$ cat config.mk
export PLATFORM = sky130hd
export DESIGN_NAME = alu_issue_unit
export DESIGN_NICKNAME = d
export VERILOG_FILES = /design/src/rtl/alu_pkg.sv /design/src/rtl/alu_op_decode.sv /design/src/rtl/alu_issue_unit.sv
export SDC_FILE = /design/constraint.sdc
export NUM_CORES = 1
export LEC_CHECK = 0
export ABC_AREA = 1
export BUFFER_PORTS_ARGS = -buffer_cell sky130_fd_sc_hd__buf_4
export CAP_MARGIN = 20
export CELL_PAD_IN_SITES_DETAIL_PLACEMENT = 0
export CELL_PAD_IN_SITES_GLOBAL_PLACEMENT = 2
export CORE_MARGIN = 3
export CORE_UTILIZATION = 26
export CTS_BUF_LIST = sky130_fd_sc_hd__clkbuf_4
export DETAILED_ROUTE_END_ITERATION = 6
export PLACE_DENSITY = 0.92
export SYNTH_ARGS = -nofsm -noshare
export SYNTH_HDL_FRONTEND = slang
export SYNTH_SLANG_ARGS = --single-unit
$ cat constraint.sdc
create_clock -name clk -period 2.3 [get_ports clk]
set_input_delay 0.115 -clock clk [delete_from_list [all_inputs] [get_ports clk]]
set_output_delay 0.115 -clock clk [all_outputs]
set_load 0.02 [all_outputs]
$ cat src/rtl/alu_pkg.sv
// Shared constants for the ALU issue unit: datapath ALU operation codes and
// the issue FSM state encoding.
package alu_pkg;

  localparam logic [2:0] ALU_ADD = 3'b000;
  localparam logic [2:0] ALU_SUB = 3'b001;
  localparam logic [2:0] ALU_AND = 3'b010;
  localparam logic [2:0] ALU_OR  = 3'b011;
  localparam logic [2:0] ALU_XOR = 3'b100;
  localparam logic [2:0] ALU_SLT = 3'b101;
  localparam logic [2:0] ALU_SLL = 3'b110;
  localparam logic [2:0] ALU_SRL = 3'b111;

  localparam logic [1:0] ST_IDLE = 2'd0;
  localparam logic [1:0] ST_EXEC = 2'd1;
  localparam logic [1:0] ST_RESP = 2'd2;

endpackage

$ cat src/rtl/alu_op_decode.sv
// Combinational RISC-V funct3/funct7b5 decode into the datapath ALU code.
// SLTU and SRA/SRAI have no ALU code and are flagged as unsupported.
module alu_op_decode
  import alu_pkg::*;
(
  input  logic [2:0] funct3,
  input  logic       funct7b5,
  input  logic       rtype,
  output logic [2:0] alu_sel,
  output logic       is_shift,
  output logic       unsupported
);

  always_comb begin
    alu_sel     = ALU_ADD;
    is_shift    = 1'b0;
    unsupported = 1'b0;
    case (funct3)
      3'b000: alu_sel = (rtype && funct7b5) ? ALU_SUB : ALU_ADD;
      3'b001: begin
        alu_sel  = ALU_SLL;
        is_shift = 1'b1;
      end
      3'b010: alu_sel = ALU_SLT;
      3'b011: unsupported = 1'b1;
      3'b100: alu_sel = ALU_XOR;
      3'b101: begin
        // bit 30 set selects arithmetic shift right, which the ALU lacks
        if (funct7b5) begin
          unsupported = 1'b1;
        end else begin
          alu_sel  = ALU_SRL;
          is_shift = 1'b1;
        end
      end
      3'b110: alu_sel = ALU_OR;
      default: alu_sel = ALU_AND;
    endcase
  end

endmodule

$ cat src/rtl/alu_issue_unit.sv
// Issue unit between a request/response handshake and an external datapath
// ALU: decode and register operands, execute for one cycle, hold the response.
module alu_issue_unit
  import alu_pkg::*;
#(
  parameter int DATA_W = 32
) (
  input  logic              clk,
  input  logic              rst,
  input  logic              req_valid,
  output logic              req_ready,
  input  logic [2:0]        req_funct3,
  input  logic              req_funct7b5,
  input  logic              req_rtype,
  input  logic [DATA_W-1:0] req_a,
  input  logic [DATA_W-1:0] req_b,
  output logic [DATA_W-1:0] alu_in_a,
  output logic [DATA_W-1:0] alu_in_b,
  output logic [2:0]        alu_sel,
  input  logic [DATA_W-1:0] alu_result,
  input  logic              alu_zero,
  output logic              rsp_valid,
  input  logic              rsp_ready,
  output logic [DATA_W-1:0] rsp_result,
  output logic              rsp_zero,
  output logic              rsp_err
);

  logic [1:0]        state_q, state_d;
  logic [DATA_W-1:0] a_q, a_d, b_q, b_d;
  logic [2:0]        sel_q, sel_d;
  logic              unsup_q, unsup_d;
  logic              rsp_valid_q, rsp_valid_d;
  logic [DATA_W-1:0] rsp_result_q, rsp_result_d;
  logic              rsp_zero_q, rsp_zero_d;
  logic              rsp_err_q, rsp_err_d;

  logic [2:0] dec_sel;
  logic       dec_shift;
  logic       dec_unsup;
  logic       accept;

  alu_op_decode u_decode (
    .funct3      (req_funct3),
    .funct7b5    (req_funct7b5),
    .rtype       (req_rtype),
    .alu_sel     (dec_sel),
    .is_shift    (dec_shift),
    .unsupported (dec_unsup)
  );

  // Ready in RESP follows rsp_ready so a retiring response hands off directly
  assign req_ready = (state_q == ST_IDLE) || ((state_q == ST_RESP) && rsp_ready);
  assign accept    = req_valid && req_ready;

  always_comb begin
    state_d      = state_q;
    a_d          = a_q;
    b_d          = b_q;
    sel_d        = sel_q;
    unsup_d      = unsup_q;
    rsp_valid_d  = rsp_valid_q;
    rsp_result_d = rsp_result_q;
    rsp_zero_d   = rsp_zero_q;
    rsp_err_d    = rsp_err_q;

    case (state_q)
      ST_IDLE: begin
        if (accept) state_d = ST_EXEC;
      end
      ST_EXEC: begin
        rsp_valid_d  = 1'b1;
        rsp_result_d = unsup_q ? '0 : alu_result;
        rsp_zero_d   = unsup_q ? 1'b0 : alu_zero;
        rsp_err_d    = unsup_q;
        state_d      = ST_RESP;
      end
      ST_RESP: begin
        if (rsp_ready) begin
          rsp_valid_d = 1'b0;
          state_d     = req_valid ? ST_EXEC : ST_IDLE;
        end
      end
      default: state_d = ST_IDLE;
    endcase

    if (accept) begin
      a_d     = req_a;
      b_d     = dec_shift ? {{(DATA_W-5){1'b0}}, req_b[4:0]} : req_b;
      sel_d   = dec_sel;
      unsup_d = dec_unsup;
    end
  end

  always_ff @(posedge clk) begin
    if (rst) begin
      state_q      <= ST_IDLE;
      a_q          <= '0;
      b_q          <= '0;
      sel_q        <= '0;
      unsup_q      <= 1'b0;
      rsp_valid_q  <= 1'b0;
      rsp_result_q <= '0;
      rsp_zero_q   <= 1'b0;
      rsp_err_q    <= 1'b0;
    end else begin
      state_q      <= state_d;
      a_q          <= a_d;
      b_q          <= b_d;
      sel_q        <= sel_d;
      unsup_q      <= unsup_d;
      rsp_valid_q  <= rsp_valid_d;
      rsp_result_q <= rsp_result_d;
      rsp_zero_q   <= rsp_zero_d;
      rsp_err_q    <= rsp_err_d;
    end
  end

  assign alu_in_a   = a_q;
  assign alu_in_b   = b_q;
  assign alu_sel    = sel_q;
  assign rsp_valid  = rsp_valid_q;
  assign rsp_result = rsp_result_q;
  assign rsp_zero   = rsp_zero_q;
  assign rsp_err    = rsp_err_q;

endmodule

==> impl_results.md, run 1 <==
* Clock Skews at 0.01388 ns
* Routability cong. at 0.8033
* Antenna Nets Post-Route at 0
* Max Slew Vio Count at 0
* Crit path required time at 2.68 ns
* Total power divided by cell area at 624.3 mW/mm2
* Syn avg cell area at 8.312 um2
* Core Rows at 42
* Gr ovfl total at 0
* Post-Synth Simple-Gate Area at 20.90%
* Final setup violation count at 0
* Drt first pass iters at 5
* Placed cell area at 0.005333 mm2
* DR vias at 4077
* Boundary pin count at 209
* DR WL/cell at 13.41 um
* Layout overhead on the synthesized area at 78.05%
* Max VDD drop at 0.3572 mV
* Layout cells sized above 1 at 31.45%
* Postcts setup bufs at 0
* Fill count at 1254
* Crit share post-route at 87.97%
* Yosys top cell by area: dfxtp_1
* Number of global-route vias before repair at 3984
* CP endpoint kind: register
* Clk buf depth at 2
* Met3 WL at 1057 um
* Adder-Cell Fraction of Synth Area at 0%
* Critical path fanouts, max at 44
* Hpwl dp at 7813 um
* Synth Register Bits at 105
* Area contributors post-synth: dfxtp_1 (57%), nor2_1 (12%), nand2_1 (7.1%), a22oi_1 (6.7%), o21ai_0 (5.3%)
* Nets at 845
* Crit start category: register
* Xor/xnor share of the synthesized area at 0%
* Mapped Cells at 443
* Post-synth EDFFs at 0
* Post-synth ARST share at 0%
* F_max at 494.2 MHz
* Register clock-pin slew on the reported worst setup and hold paths at 0.15 ns
* Post-Place Cells at 801
* Remaining design rule violation count at 0
* Status: complete, no violations
* Yosys cell types at 22
* Mux contribution to synthesized area at 0%
* Post-Place Worst Slack at 0.6140 ns
* Slew margin rel. at 34.00%
* Post-route cell area at 0.006556 mm2
* Die Width at 125.0 um
* First-pass GRT wire length at 19830 um
* RSZ-0062 raised after global routing: no
* Avg Vias per Cell at 4.427
* CTS sink cnt at 105
* Kind of critical path: register to register
* Max Cap Viol at 0
* HP Class: primary input to register
* Pleak at 0.002978 uW
* Root buffer cell: clkbuf_4
* Tightest Pin Transition at 0.9888 ns
* Ys flop type: dfxtp_1
* CTS tree: done
* CORE AREA at 0.01356 mm2
* Initial antenna violation count at 0
* Final TNS setup at 0 ns
* Worst skew pair latency at 0.46 ns
* Post-route setup slack at 0.2766 ns
* Met2 wire length at 6091 um
* Largest family of logic cells by synthesized area: simple AND/OR/NAND/NOR gates
* Largest net degree at the start of global routing at 67
* Chip Height at 125.0 um
* Crit path time final at 2.023 ns
* Compound-Gate Fraction of Synth Area at 16.65%
* H-tree depth at 3
* Tot GR Track Use at 15.57%
* Synth Net Count at 549
* Arrival time worst endpoint at 2.40 ns
* Syn Std Cell Area at 0.003682 mm2
* Non-filler cells, final at 921
* Num CTS Buffers at 9
* Warnings, synthesis at 0
* Post-synthesis sequential area ratio at 57.08%
* Area share of the largest cell type after synthesis at 57.08%
* Hold Fails Final Rpt at 0
* DR iter-0 viols at 175
* Met1 wire length at 4880 um
* Top Layer Used: met4
* Total wire length at 12350 um
* Port bufs at 208
* Full die area at 0.01563 mm2
* Initial core utilization at 27.16%
[power breakdown]
group | switching (uW) | internal [uW] | leakage, uW
Combinational | 459 | 466 | 0.00201
Sequential | 67.6 | 1940 | 0.000863
Clock | 586 | 576 | 0.000101
[placed cells by master, fill, tap and decap left out, types with 2 or more instances in the layout]
cell           count
a22oi_1           33
nor2_4             2
a21oi_1           31
clkbuf_4          11
inv_1              8
buf_4            211
o21ai_0           39
nand3_1            2
dlygate4sd3_1    103
bufinv_16          3
dfxtp_1          105
nor2_1           114
nand2_1           70
[kinds of logic after synthesis]
family / Yosys count
AOI/OAI and AO/OA: 105
buffers and inverters: 39
DFF: 105
and+or+nand+nor: 194
[stage by stage]
stage	hold WS, ns	utilization (%)	total power [uW]
2_1_floorplan	0.2577	-	2446
3_3_place_gp	0.3543	39.33	2818
3_5_place_dp	0.3599	39.33	2828
4_1_cts	0.01712	48.31	4159
5_1_grt	0.04087	48.34	4311
6_report	0.07727	48.36	4093
[area by class of cell]
type / count / area (um2) / area share (%)
antenna: 1 / 2.502 / 0.03817
clock buffer: 11 / 82.58 / 1.260
clock inverter: 5 / 103.9 / 1.584
inverter: 9 / 33.78 / 0.5153
multi-input combinational: 299 / 1385 / 21.13
sequential: 105 / 2102 / 32.06
tap: 176 / 220.2 / 3.359
timing repair buffer: 315 / 2626 / 40.06
[per-layer routing]
metal  up-vias  GRT usage, %
li1       2041             -
met1      1831         17.39
met5         -             0
met4         0         6.122
met3        21         5.885
met2       184         26.86
[final timing paths]
| kind | startpoint | end | slack (ns) | cells after the start |
|---|---|---|---|---|
| max | state_q[0]$_SDFFE_PP0P_ | unsup_q$_SDFFE_PP0P_ | 0.28 | 7 |
| min | req_valid | alu_sel[0]$_SDFFE_PP0P_ | 0.08 | 5 |
| max reg2reg | state_q[0]$_SDFFE_PP0P_ | unsup_q$_SDFFE_PP0P_ | 0.28 | 7 |
| min reg2reg | alu_in_b[30]$_SDFFE_PP0P_ | alu_in_b[30]$_SDFFE_PP0P_ | 0.48 | 2 |
[sequential cells by signal, indices dropped and copies added (netlist names)]
signal,cells
alu_in_b,32
unsup_q,1
alu_in_a,32
alu_sel,3
rsp_zero,1
state_q,2
rsp_err,1
rsp_result,32
rsp_valid,1
[cells in the mapped netlist (2+ instances only)]
cell type,count
buf_6,3
buf_4,5
a22oi_1,33
inv_1,8
nor2_1,115
dfxtp_1,105
nand3_1,2
nand2_1,70
buf_2,8
a21oi_1,31
o21ai_0,39
nor2_4,2
clkbuf_1,13
[worst max-delay path: stages (launching register included)]
cell           delay (ns)
dfxtp_1              0.45
inv_2                0.08
nand3_4              0.27
buf_6                0.34
nor2_1               0.10
nand4_1              0.10
dlygate4sd3_1        0.55
nand2_1              0.05
[repair_timing]
item                                   CTS  global route
endpoints found under the hold margin  101             0
gates resized for setup                  0             1
setup endpoints to repair                0             1
hold buffers                           103             0
No activity file was read; power rests on OpenSTA's default activity.
==> inputs of run 2 (changes only) <==
--- a/config.mk
+++ b/config.mk
@@ -5,7 +5,7 @@
 export SDC_FILE = /design/constraint.sdc
 export NUM_CORES = 1
 export LEC_CHECK = 0
-export ABC_AREA = 1
+export ABC_AREA = 0
 export BUFFER_PORTS_ARGS = -buffer_cell sky130_fd_sc_hd__buf_4
 export CAP_MARGIN = 20
 export CELL_PAD_IN_SITES_DETAIL_PLACEMENT = 0
@@ -14,7 +14,8 @@
 export CORE_UTILIZATION = 26
 export CTS_BUF_LIST = sky130_fd_sc_hd__clkbuf_4
 export DETAILED_ROUTE_END_ITERATION = 6
-export PLACE_DENSITY = 0.92
+export PLACE_DENSITY = 0.9
+export SLEW_MARGIN = 20
 export SYNTH_ARGS = -nofsm -noshare
 export SYNTH_HDL_FRONTEND = slang
 export SYNTH_SLANG_ARGS = --single-unit
==> impl_results.md, run 2 <==
* Post-synth ARST share at 0%
* Post-Place Cells at 835
* Crit path time final at 2.039 ns
* Avg Vias per Cell at 4.524
* Flip-flop and latch area at 0.002102 mm2
* RSZ-0062 raised after global routing: no
* Post-synthesis sequential area ratio at 53.73%
* Initial antenna violation count at 1
* Number of global-route vias before repair at 4235
* Chip Height at 128.7 um
* Critical-path cell list: nand2b_1 -> and3_2 -> buf_12 -> nand3_1 -> dlygate4sd3_1 -> a21oi_1
* Xor/xnor share of the synthesized area at 0%
* Post-synth EDFFs at 0
* Clock Skews at 0.008894 ns
* Total wire length at 13100 um
* Hold Crit Depth at 4
* Syn Std Cell Area at 0.003913 mm2
* Final TNS setup at 0 ns
* Hold path start: alu_result[29]
* Die Width at 128.7 um
* Reg2reg start: state_q[1]$_SDFFE_PP0P_
* Max VDD drop at 0.4400 mV
* Crit share post-route at 88.66%
* Root buffer cell: clkbuf_4
* Clk buf depth at 2
* Hpwl dp at 8416 um
* Area share of the largest cell type after synthesis at 53.73%
* Area contributors post-synth: dfxtp_1 (54%), a21oi_1 (13%), nand2_1 (10%), nor3b_1 (6.3%), nor2_1 (3.7%)
* Full die area at 0.01656 mm2
* Synth Net Count at 583
* Num CTS Buffers at 9
* Layout overhead on the synthesized area at 70.51%
* DR iter-0 viols at 181
* F_max at 490.4 MHz
* Tot GR Track Use at 15.25%
* CTS sink cnt at 105
* Yosys cell types at 25
* First-pass GRT wire length at 20450 um
* Arrival time worst endpoint at 2.45 ns
* Hold Path Sink: rsp_result[29]$_SDFFE_PP0P_
* Remaining design rule violation count at 0
* R2R cell count at 6
* Top-count cell post-synth: nand2_1
* Layout cells sized above 1 at 30.31%
* Register clock-pin slew on the reported worst setup and hold paths at 0.15 ns
* Largest family of logic cells by synthesized area: simple AND/OR/NAND/NOR gates
* Final design utilization at 45.56%
* Mapped Cells at 477
* Most common cell after layout, fill and taps aside: buf_4
* Gr ovfl total at 0
* Crit path required time at 2.71 ns
* Non-filler cells, final at 947
* Worst skew pair latency at 0.48 ns
* Pleak at 0.002902 uW
* Syn avg cell area at 8.202 um2
* Most frequent cells after synthesis: nand2_1 (107), dfxtp_1 (105), a21oi_1 (103)
* Max Cap Viol at 0
* Port bufs at 208
* Compound-Gate Fraction of Synth Area at 14.45%
* Largest net degree at the start of global routing at 56
* Nets at 863
* Hold Fails Final Rpt at 0
* Mux contribution to synthesized area at 0.2558%
* CP max stage delay at 0.55 ns
* Power, Total at 3788 uW
* Routability cong. at 0.7564
* Kind of critical path: register to register
* Initial core utilization at 26.72%
* CTS tree: done
* Drt first pass iters at 4
* Crit start category: register
* Status: complete, no violations
* Fill count at 1427
* Critical path fanouts, max at 28
* Adder-Cell Fraction of Synth Area at 0%
* HP Class: primary input to register
* CP delay by family, top: buffers and inverters
* Multi-input gate area at 0.001587 mm2
* Post-Synth Simple-Gate Area at 25.62%
* Yosys top cell by area: dfxtp_1
* Antenna Nets Post-Route at 0
* Warnings, synthesis at 0
* Reg2Reg Setup Slack at 0.26 ns
* CORE AREA at 0.01464 mm2
* Synth Register Bits at 105
* DR WL/cell at 13.83 um
* H-tree depth at 3
* Crit path buffers/inverters at 2
* Tightest Pin Transition at 0.5537 ns
* Ys flop type: dfxtp_1
* Core Rows at 44
* RR Endpoint: unsup_q$_SDFFE_PP0P_
* Final Hold Slack at 0.04334 ns
* Final setup violation count at 0
* Boundary pin count at 209
* Total power divided by cell area at 567.8 mW/mm2
* DR vias at 4284
* Max Slew Vio Count at 0
* Slew margin rel. at 62.96%
* Commonest non-fill, non-tap cells in the layout: buf_4 (211), nand2_1 (107), dfxtp_1 (105), a21oi_1 (103), dlygate4sd3_1 (95)
* CP endpoint kind: register
* CP max stage cell: dlygate4sd3_1
==> run 2: what timing repair did <==
item / in CTS / in global routing
buffers inserted: 0 / 0
resized for setup: 0 / 0
endpoints found under the hold margin: 94 / 0
hold buffers: 95 / 0
setup endpoints to repair: 0 / 0
==> run 2: through the flow <==
stage               area [um2]  setup WS (ns)
CTS                       6669         0.2217
global route              6671        0.09159
floorplan                 3913          1.124
global placement          5594         0.7356
finish                    6671         0.2608
detailed placement        5594         0.6544
==> run 2: power by group <==
group / internal [uW] / switching (uW) / total, uW
clock network: 328 / 592 / 919
registers: 1920 / 58.2 / 1980
logic: 453 / 435 / 887
total: 2700 / 1080 / 3790
==> run 2: cell families after synthesis <==
group / Yosys count
and+or+nand+nor: 218
AOI/OAI and AO/OA: 109
DFF: 105
buffers and inverters: 44
muxes: 1
==> run 2: area by class of cell <==
cell class,instances,area share (%)
repair buffers,310,39.20
flip-flops and latches,105,31.51
multi-input cells,328,23.78
well taps,184,3.451
clock buffers,10,1.125
clock inverters,6,0.7314
inverters,3,0.1688
diodes,1,0.03751
==> run 2: layer usage <==
layer | vias up | wire (um) | GRT usage, %
met3 | 23 | 903 | 4.400
met2 | 160 | 6373 | 25.82
li1 | 2143 | - | -
met1 | 1958 | 5523 | 18.20
met4 | 0 | 297 | 6.053
met5 | - | 0 | 0
==> run 2: worst register-to-register path: stages (launching register included) <==
cell and delay [ns]:
dfxtp_1 0.36, nand2b_1 0.11, and3_2 0.49, buf_12 0.24, nand3_1 0.09, dlygate4sd3_1 0.55
a21oi_1 0.13
==> run 2: worst max-delay path by stage <==
stage	end	cells after the start	slack (ns)	from
3_3_place_gp	alu_in_b[26]$_SDFFE_PP0P_	5	0.74	state_q[1]$_SDFFE_PP0P_
5_1_grt	unsup_q$_SDFFE_PP0P_	6	0.09	state_q[0]$_SDFFE_PP0P_
6_report	unsup_q$_SDFFE_PP0P_	6	0.26	state_q[1]$_SDFFE_PP0P_
2_1_floorplan	rsp_result[11]$_SDFFE_PP0P_	6	1.12	state_q[1]$_SDFFE_PP0P_
4_1_cts	unsup_q$_SDFFE_PP0P_	6	0.22	state_q[1]$_SDFFE_PP0P_
3_5_place_dp	alu_in_b[14]$_SDFFE_PP0P_	5	0.65	state_q[1]$_SDFFE_PP0P_
==> inputs of run 3 (changes only) <==
--- a/config.mk
+++ b/config.mk
@@ -14,6 +14,7 @@
 export CORE_UTILIZATION = 26
 export CTS_BUF_LIST = sky130_fd_sc_hd__clkbuf_4
 export DETAILED_ROUTE_END_ITERATION = 6
+export MAX_ROUTING_LAYER = met4
 export PLACE_DENSITY = 0.9
 export SLEW_MARGIN = 20
 export SYNTH_ARGS = -nofsm -noshare
==> impl_results.md, run 3 (synthesis results as in run 2) <==
* Crit path time final at 2.040 ns
* Most common cell after layout, fill and taps aside: buf_4
* Core Rows at 44
* CORE AREA at 0.01464 mm2
* Boundary pin count at 209
* Reg2Reg Setup Slack at 0.26 ns
* Layout overhead on the synthesized area at 70.45%
* Tot GR Track Use at 15.70%
* Die Width at 128.7 um
* CP Capture Point: unsup_q$_SDFFE_PP0P_
* Slew margin rel. at 62.84%
* DR iter-0 viols at 175
* Largest net degree at the start of global routing at 56
* CP endpoint kind: register
* Reg2reg start: state_q[1]$_SDFFE_PP0P_
* Pleak at 0.002902 uW
* DR vias at 4282
* RSZ-0062 raised after global routing: no
* CTS tree: done
* Full die area at 0.01656 mm2
* Register clock-pin slew on the reported worst setup and hold paths at 0.15 ns
* Initial antenna violation count at 0
* Tightest Pin Transition at 0.5555 ns
* Routability cong. at 0.7662
* Max Slew Vio Count at 0
* Layout cells sized above 1 at 30.31%
* Total wire length at 13090 um
* Drt first pass iters at 4
* Num CTS Buffers at 9
* Avg Vias per Cell at 4.526
* Final setup violation count at 0
* Hpwl dp at 8416 um
* Crit path launch: state_q[1]$_SDFFE_PP0P_
* Max Cap Viol at 0
* Root buffer cell: clkbuf_4
* First-pass GRT wire length at 20450 um
* Switch share at 28.59%
* CTS sink cnt at 105
* Crit path required time at 2.70 ns
* Clock network fraction of total power at 24.2%
* Non-filler cells, final at 946
* Postcts setup bufs at 0
* Post-Place Cells at 835
* Gr ovfl total at 0
* DR WL/cell at 13.84 um
* Remaining design rule violation count at 0
* Antenna Nets Post-Route at 0
* Number of global-route vias before repair at 4240
* Final design utilization at 45.54%
* Internal power at 2704 uW
* F_max at 490.2 MHz
* Crit share post-route at 88.70%
* Arrival time worst endpoint at 2.44 ns
* Reg power frac at 52.3%
* Total power divided by cell area at 567.8 mW/mm2
* Kind of critical path: register to register
* Initial core utilization at 26.72%
* HP Class: primary input to register
* Final TNS setup at 0 ns
* Placed cell area at 0.005594 mm2
* Combinational power share at 23.4%
* Clk buf depth at 2
* Ant. Diodes at 0
* R2R cell count at 6
* Chip Height at 128.7 um
* Commonest non-fill, non-tap cells in the layout: buf_4 (211), nand2_1 (107), dfxtp_1 (105), a21oi_1 (103), dlygate4sd3_1 (95)
* H-tree depth at 3
* Post-route cell area at 0.006669 mm2
* Hold Fails Final Rpt at 0
* Clock Skews at 0.009136 ns
* Critical path fanouts, max at 28
* Power, Total at 3787 uW
* Port bufs at 208
* Crit start category: register
* Worst skew pair latency at 0.46 ns
* Status: complete, no violations
* Nets at 863
* Switching power at 1083 uW
* Max VDD drop at 0.4331 mV
* RR Endpoint: unsup_q$_SDFFE_PP0P_
## run 3: changes by cell type in the layout (fill, tap and decap cells not counted), sizes merged
cell / previous run / this run
diode: 1 / 0
## run 3: power groups by stage
stage          combinational [uW]  sequential, uW  clock, uW
2_1_floorplan                 275            2140          0
3_3_place_gp                  749            2020          0
3_5_place_dp                  759            2020          0
4_1_cts                       889            1980        975
5_1_grt                       961            1990       1040
6_report                      887            1980        918
## run 3: cell type report
class,count,area [um2]
fill,1428,7975
timing repair buffer,310,2615
clock inverter,6,48.80
clock buffer,10,75.07
inverter,3,11.26
tap,184,230.2
multi-input combinational,328,1587
sequential,105,2102
## run 3: through the flow
step	setup slack [ns]	hold slack, ns
CTS	0.2217	0.0001396
finish	0.2600	0.05274
floorplan	1.124	0.2510
detailed placement	0.6544	0.3724
global route	0.09244	0.02352
global placement	0.7356	0.3604
## run 3: how the worst min path moves through the flow
stage                        start                          end  slack (ns)  cells after the start
floorplan                req_a[10]    alu_in_a[10]$_SDFFE_PP0P_        0.25                      2
global placement          req_a[6]     alu_in_a[6]$_SDFFE_PP0P_        0.36                      3
detailed placement        req_a[3]     alu_in_a[3]$_SDFFE_PP0P_        0.37                      3
CTS                 alu_result[29]  rsp_result[29]$_SDFFE_PP0P_      0.0001                      4
global route        alu_result[24]  rsp_result[24]$_SDFFE_PP0P_        0.02                      4
finish              alu_result[29]  rsp_result[29]$_SDFFE_PP0P_        0.05                      4
## run 3: critical path, cell delays in order, from the launching register on
cell and delay, ns:
dfxtp_1 0.36, nand2b_1 0.11, and3_2 0.49, buf_12 0.24
nand3_1 0.08, dlygate4sd3_1 0.55, a21oi_1 0.13
## run 3: repair_timing
item,in CTS,in global routing
endpoints found under the hold margin,94,0
endpoints found under the setup margin,0,0
hold buffers,95,0
gates resized for setup,0,0
## run 3: layer usage
layer / wire length [um] / up-vias / part of all wire [%] / GRT usage [%]
met5: 0 / - / 0 / -
met4: 295 / 0 / 2.3 / 6.053
met3: 805 / 24 / 6.1 / 3.902
met2: 6402 / 155 / 49 / 25.76
met1: 5590 / 1958 / 43 / 18.53
li1: - / 2145 / - / -
